[config.mk]
export PLATFORM = sky130hd
export DESIGN_NAME = upec_miter_ctrl
export DESIGN_NICKNAME = d
export VERILOG_FILES = /design/src/rtl/upec_miter_ctrl.sv
export SDC_FILE = /design/constraint.sdc
export NUM_CORES = 1
export LEC_CHECK = 0
export ABC_AREA = 1
export BUFFER_PORTS_ARGS = -buffer_cell sky130_fd_sc_hd__buf_4
export CELL_PAD_IN_SITES_DETAIL_PLACEMENT = 0
export CELL_PAD_IN_SITES_GLOBAL_PLACEMENT = 2
export CORE_ASPECT_RATIO = 0.75
export CORE_MARGIN = 1
export CORE_UTILIZATION = 28
export DETAILED_ROUTE_END_ITERATION = 6
export PLACE_DENSITY_LB_ADDON = 0.1
export SLEW_MARGIN = 10
export SYNTH_ARGS = -nofsm -noshare
export SYNTH_HDL_FRONTEND = slang
export SYNTH_SLANG_ARGS = --single-unit
[constraint.sdc]
create_clock -name clk_i -period 1.9 [get_ports clk_i]
set_input_delay 0.19 -clock clk_i [delete_from_list [all_inputs] [get_ports clk_i]]
set_output_delay 0.19 -clock clk_i [all_outputs]
set_load 0.05 [all_outputs]
[src/rtl/upec_miter_ctrl.sv]
// Run sequencer for the two-instance UPEC miter: chip reset, secret window,
// observation window with per-group equality checking and first-failure capture.
module upec_miter_ctrl #(
   parameter int NumGroups   = 8,
   parameter int CntW        = 16,
   parameter int ResetCycles = 4
) (
   input  logic                 clk_i,
   input  logic                 rst_i,
   input  logic                 start_i,
   input  logic                 abort_i,
   input  logic [CntW-1:0]      secret_cycles_i,
   input  logic [CntW-1:0]      obs_cycles_i,
   input  logic [NumGroups-1:0] grp_mask_i,
   input  logic [NumGroups-1:0] grp_eq_i,
   output logic                 chip_rst_no,
   output logic                 secret_window_o,
   output logic                 obs_window_o,
   output logic                 busy_o,
   output logic                 done_o,
   output logic                 pass_o,
   output logic                 fail_o,
   output logic [NumGroups-1:0] fail_grp_o,
   output logic [CntW-1:0]      fail_cycle_o
);

   typedef enum logic [2:0] {IDLE, RST, SECRET, OBS, DONE} state_e;

   localparam logic [CntW-1:0] RstLast = CntW'(ResetCycles - 1);

   state_e               state_q, state_d;
   logic [CntW-1:0]      cnt_q, cnt_d, cnt_inc;
   logic [CntW-1:0]      sec_q, sec_d, obs_q, obs_d;
   logic [NumGroups-1:0] mask_q, mask_d, miss;
   logic [NumGroups-1:0] fail_grp_d;
   logic [CntW-1:0]      fail_cycle_d;
   logic                 pass_d, fail_d;

   assign miss    = ~grp_eq_i & mask_q;
   assign cnt_inc = (cnt_q == '1) ? cnt_q : cnt_q + 1'b1;

   always_comb begin
      state_d      = state_q;
      cnt_d        = cnt_q;
      sec_d        = sec_q;
      obs_d        = obs_q;
      mask_d       = mask_q;
      pass_d       = pass_o;
      fail_d       = fail_o;
      fail_grp_d   = fail_grp_o;
      fail_cycle_d = fail_cycle_o;
      unique case (state_q)
         IDLE, DONE: begin
            if (start_i) begin
               state_d      = RST;
               cnt_d        = '0;
               sec_d        = secret_cycles_i;
               obs_d        = obs_cycles_i;
               mask_d       = grp_mask_i;
               pass_d       = 1'b0;
               fail_d       = 1'b0;
               fail_grp_d   = '0;
               fail_cycle_d = '0;
            end
         end
         RST: begin
            if (cnt_q == RstLast) begin
               cnt_d   = '0;
               state_d = (sec_q != '0) ? SECRET : OBS;
            end else begin
               cnt_d = cnt_inc;
            end
         end
         SECRET: begin
            if (cnt_q == sec_q - 1'b1) begin
               cnt_d   = '0;
               state_d = OBS;
            end else begin
               cnt_d = cnt_inc;
            end
         end
         OBS: begin
            // An empty observation window is a single compare-free cycle.
            if (obs_q != '0 && miss != '0) begin
               state_d      = DONE;
               fail_d       = 1'b1;
               fail_grp_d   = miss;
               fail_cycle_d = cnt_q;
            end else if (obs_q == '0 || cnt_q == obs_q - 1'b1) begin
               state_d = DONE;
               pass_d  = 1'b1;
            end else begin
               cnt_d = cnt_inc;
            end
         end
         default: state_d = IDLE;
      endcase
      // Abort overrides whatever the busy phase decided this cycle.
      if (abort_i && (state_q == RST || state_q == SECRET || state_q == OBS)) begin
         state_d      = DONE;
         pass_d       = 1'b0;
         fail_d       = 1'b0;
         fail_grp_d   = fail_grp_o;
         fail_cycle_d = fail_cycle_o;
      end
   end

   always_ff @(posedge clk_i) begin
      if (rst_i) begin
         state_q         <= IDLE;
         cnt_q           <= '0;
         sec_q           <= '0;
         obs_q           <= '0;
         mask_q          <= '0;
         chip_rst_no     <= 1'b0;
         secret_window_o <= 1'b0;
         obs_window_o    <= 1'b0;
         busy_o          <= 1'b0;
         done_o          <= 1'b0;
         pass_o          <= 1'b0;
         fail_o          <= 1'b0;
         fail_grp_o      <= '0;
         fail_cycle_o    <= '0;
      end else begin
         state_q         <= state_d;
         cnt_q           <= cnt_d;
         sec_q           <= sec_d;
         obs_q           <= obs_d;
         mask_q          <= mask_d;
         chip_rst_no     <= (state_d == SECRET) || (state_d == OBS) || (state_d == DONE);
         secret_window_o <= (state_d == SECRET);
         obs_window_o    <= (state_d == OBS);
         busy_o          <= (state_d == RST) || (state_d == SECRET) || (state_d == OBS);
         done_o          <= (state_d == DONE);
         pass_o          <= pass_d;
         fail_o          <= fail_d;
         fail_grp_o      <= fail_grp_d;
         fail_cycle_o    <= fail_cycle_d;
      end
   end

endmodule

* Yosys cells after proc, flatten, opt, wreduce, memory -nomap -nowiden
Index checks and enable logic that the tools add are counted.
Word-level totals: output and inout bits 31, flip-flop bits (word level) 90, word-level logic and storage cells 86, input port bits 52
Operators by class: muxes and demuxes 26, equality and inequality tests 17, reductions and logical operators 23, add/sub/neg operators 3, bitwise logic cells 3
Operators by type and width (number):
- 16-bit two-way mux | 7
- 16-bit case mux with 4 select lines | 1
- 16-bit equality test | 2
- 16-bit case mux with 2 select lines | 1
- 16-bit nonzero test | 2
- 16-bit by 1-bit subtractor with 16-bit output (second input constant) | 2
- 3-bit two-way mux | 6
- 16-bit by 1-bit adder with 16-bit output (second input constant) | 1
- 16-bit equality test (second input constant) | 1
- 16-bit by 2-bit equality test with 1-bit output (second input constant) | 1
- 16-bit zero test | 1
- 8-bit two-way mux | 2
- 8-bit case mux with 2 select lines | 1
- 3-bit by 2-bit equality test with 1-bit output (second input constant) | 4
- 3-bit case mux with 4 select lines | 1
- 4-bit AND reduction | 3
- 2-bit != test (second input constant) | 5
- 8-bit bitwise AND | 1
- 8-bit NOT | 1
- 8-bit nonzero test | 1
- 1-bit logical OR | 7
- 3-bit by 1-bit equality test with 1-bit output (second input constant) | 2
- 3-bit equality test (second input constant) | 2
- 1-bit two-way mux | 5
- 9 further kinds | 12

* Depth between registers and ports, before layout
depth in word-level cells 10, mapped depth 19

* Least setup slack after synthesis
OpenSTA, ideal clock, no wires.
kind register to register, from register sec_q[0], to register cnt_q[10], path buffers 1, stages on the path, launching flop included 15, setup time 113 ps, data required time 1787 ps, path slack -121 ps, arrival 1907 ps, clock period less this slack 2021 ps, path through dfxtp_1 inv_1 ha_1 nand2_2 nor2_4 nand2_1 xor2_1 nand4_1 nor2_1 nand2_1 nand2_1 nand2_1 o21ai_2 buf_6 nor2_2
On the way: word-level cells in the longest chain between the ends 4
RTL lines:
- start, declared | line 33 | logic [CntW-1:0] sec_q, sec_d, obs_q, obs_d;
- start signal, assigned | line 112 | sec_q <= '0;
- start signal, assigned | line 127 | sec_q <= sec_d;
- 16-bit by 1-bit subtractor with 16-bit output | line 75 | if (cnt_q == sec_q - 1'b1) begin
- 16-bit equality test | line 75
- 16-bit two-way mux | line 75
- 16-bit case mux with 4 select lines | line 52 | unique case (state_q)
- end signal, assigned | line 126 | cnt_q <= cnt_d;
- end, declared | line 32 | logic [CntW-1:0] cnt_q, cnt_d, cnt_inc;
No other way between the ends. A chain may end at the register's enable or synchronous reset.

* Worst setup path after layout
from register cnt_q[9], to register cnt_q[13]
On the way: word-level cells in the longest chain between the ends 5, elaborated cells between the ends (all ways) 14
RTL lines:
- 16-bit by 1-bit adder with 16-bit output / 16-bit equality test (equally long branches) | line 40 | assign cnt_inc = (cnt_q == '1) ? cnt_q : cnt_q + 1'b1;
- 16-bit two-way mux | line 40
- 16-bit two-way mux | line 89 | end else if (obs_q == '0 || cnt_q == obs_q - 1'b1) begin
- 16-bit two-way mux | line 84 | if (obs_q != '0 && miss != '0) begin
- 16-bit case mux with 4 select lines | line 52
Parallel ways exist; a longest one is shown, timed or not. The select of a mux whose other input is x is not followed.

==> impl_metrics.ini <==
[run_status]
status = finished with violations
violations = negative setup slack

[worst_setup_path]
crit_path_end_kind = flop
crit_chain = nand2_1 > inv_1 > nand3_1 > buf_4 > nor2_1 > nand3_2 > buf_4 > nand3_1 > nand3_1 > nand3_1 > nand2_1 > a21oi_2
slowest_stage = dfxtp_1
r2r-start = cnt_q[9]
criticalPathCategory = reg2reg
worstPathRequired_ns = 2.18
worstRegToRegCells = 12
cp-endpoint = cnt_q[13]
reg2reg_slack_ns = -0.24
cpMostUsedCell = nand3_1
startpoint_type = flop
r2r-end = cnt_q[13]
worstPathMaxFanout = 5
crit_path_max_incr_delay_ns = 0.57
crit_start = cnt_q[9]
arrival_ns = 2.42

[floorplanning]
dieHeight_microns = 123
core_sq_um = 18800
die_area_sq_um = 20000
start_util = 0.290
rows = 43
ios = 83
die_x_microns = 163

[pwr]
combinationalPowerShare = 0.282
peakVddDrop_mv = 0.391
power_frac_clock = 0.345
switchingPower_w = 0.00180
power.density_nw_per_um2 = 687
p_sw_frac = 0.325
fin_total_pwr_w = 0.00555
leakage_nw = 3.84
p_int_w = 0.00375
seqPwrFrac = 0.372

[detailed_routing]
num_vias = 6210
dr.pass1.iters = 6
drtIter0Drc = 459
vias_per_cell = 4.74
wirelength_microns = 20500
routedWlPerCell_microns = 15.6
drc = 0
postRouteAntennaNets = 0

[grt]
grt-ovfl-total = 0
antenna_found_initial = 0
grt_max_degree = 52
first_global_vias = 6122
grt_pass1_wl_microns = 32600
grt_usage = 0.215

[cells_and_area]
area_growth_pct = 48.3
drive_above_1_share = 0.351
multi_input_area_sq_um = 3400
final_cell_count_no_fill = 1310
post-route-util = 0.430
most-common-layout-cells = 231 x buf_4, 178 x nand2_1, 93 x nor2_1, 85 x dfxtp_1, 82 x nand3_1
regArea_sq_um = 1810
final_area_sq_um = 8080
antenna_cells = 0
final_common_cell = buf_4
final_nets = 1114
nFillCells = 1951

[synthesis]
synth_cell_types = 38
synth_top_area_share = 0.331
syn_area_sq_um = 5450
yosys.area.top_type = dfxtp_1
synthCells = 845
async_reset_ff_frac = 0
synth-edff-count = 0
yosys_warnings = 0
synthFlopType = dfxtp_1
ys_ff_latch = 90
ys_top_cells_by_area = dfxtp_1 33%, nand2_1 14%, nand3_1 8.3%
synth.avg_cell_area_sq_um = 6.45
ys_seq_area_frac = 0.331
synth_nets = 901

[placed_design]
dpl_cell_area_sq_um = 7440
place.port_buffers = 82
placedCellCount = 1287
hpwlAfterDp_microns = 16000
finalWeightedCongestion = 0.881

[timing]
rsz0062_at_grt = true
finalMaxSlewViolations = 0
max_freq_ghz = 0.467
finalSetupTns_ns = -5.96
fin_crit_sh = 1.13
worstMarginPinSlew_ns = 0.490
worst_slack_ns = -0.241
fin_skew_ns = 0.0127
hold_violations = 0
relSlewSlack = 0.673
setup_viol = 49
period_needed_ns = 2.14

[cts]
cts_buffers = 9
clk_pin_slew_ns = 0.07
cts_tree = done
clock-sinks = 90
insertion_delay_ns = 0.36
clockRootBuffer = clkbuf_16
ctsHoldBuffers = 0
htreeDepth = 3
max-clock-path-buffers = 2

[min_path]
hold_path.class = in2reg

[flow_run]
drv_cap = 0
==> registers in the layout, summed over array words and instances, names as in the netlist <==
signal	count
cnt_q	16
fail_cycle_o	16
obs_q	16
sec_q	16
fail_grp_o	8
mask_q	8
state_q	3
busy_o	1
chip_rst_no	1
done_o	1
fail_o	1
obs_window_o	1
pass_o	1
secret_window_o	1
==> cell families after synthesis <==
group,Yosys count,share of synthesized area
flip-flops,90,0.331
adder cells (fa/ha/maj),4,0.00919
AO/OA/AOI/OAI,110,0.108
buffers and inverters,129,0.0971
XOR/XNOR,28,0.0475
AND/OR/NAND/NOR,484,0.407
==> synthesized netlist by cell type, drive strengths merged (6+ instances only) <==
master	instances
dfxtp	90
nand3b	6
inv	85
xor2	13
xnor2	14
nor3	15
a21oi	48
nor2	129
nor4	6
clkbuf	21
o31ai	9
nand3	91
o21ai	49
buf	21
nand2	206
nand4	28
==> power groups by stage <==
| stage | registers, W | clock network, W | logic (W) |
|---|---|---|---|
| finish | 0.00207 | 0.00192 | 0.00157 |
| global route | 0.00208 | 0.00206 | 0.00175 |
| CTS | 0.00207 | 0.00198 | 0.00152 |
| detailed placement | 0.00211 | 0 | 0.00147 |
| global placement | 0.00211 | 0 | 0.00146 |
| floorplan | 0.00212 | 0 | 0.000821 |
==> critical path: cells and delay by family, from the launching register on <==
| kind | cells | cell delay [ns] |
|---|---|---|
| and+or+nand+nor | 8 | 0.92 |
| DFF | 1 | 0.57 |
| buffers and inverters | 3 | 0.45 |
| AOI/OAI and AO/OA | 1 | 0.12 |
==> routing by layer <==
layer / GRT usage / share of wire / vias to the layer above
li1: - / - / 3171
met1: 0.315 / 0.53 / 2884
met2: 0.319 / 0.41 / 144
met3: 0.0480 / 0.052 / 11
met4: 0.0409 / 0.010 / 0
met5: 0 / 0 / -
==> area by class of cell <==
cell class / instances / share of cell area
multi-input cells: 626 / 0.420
repair buffers: 244 / 0.239
clock buffers: 10 / 0.0296
clock inverters: 6 / 0.00867
flip-flops and latches: 90 / 0.224
well taps: 247 / 0.0382
inverters: 87 / 0.0404
==> worst min path at each step <==
stage | start | end | slack [ns] | cells past startpoint
2_1_floorplan | grp_mask_i[3] | mask_q[3] | 0.32 | 2
3_3_place_gp | obs_cycles_i[10] | obs_q[10] | 0.41 | 3
3_5_place_dp | obs_cycles_i[11] | obs_q[11] | 0.42 | 3
4_1_cts | obs_cycles_i[10] | obs_q[10] | 0.05 | 3
5_1_grt | obs_cycles_i[8] | obs_q[8] | 0.05 | 3
6_report | obs_cycles_i[8] | obs_q[8] | 0.05 | 3
==> per-stage QoR <==
step	hold WS, ns	worst slack, ns
after detailed placement	0.421	-0.378
after global placement	0.412	-0.376
after floorplan	0.325	0.00781
after global routing	0.0478	-0.394
after CTS	0.0459	-0.240
final	0.0500	-0.241
==> timing repair <==
action / CTS / global route
buffers inserted: 4 / 2
pin swaps: 8 / 11
gates resized for setup: 28 / 53
gates cloned: 1 / 1
setup endpoints to repair: 49 / 49
(Power assumes the default switching activity.)
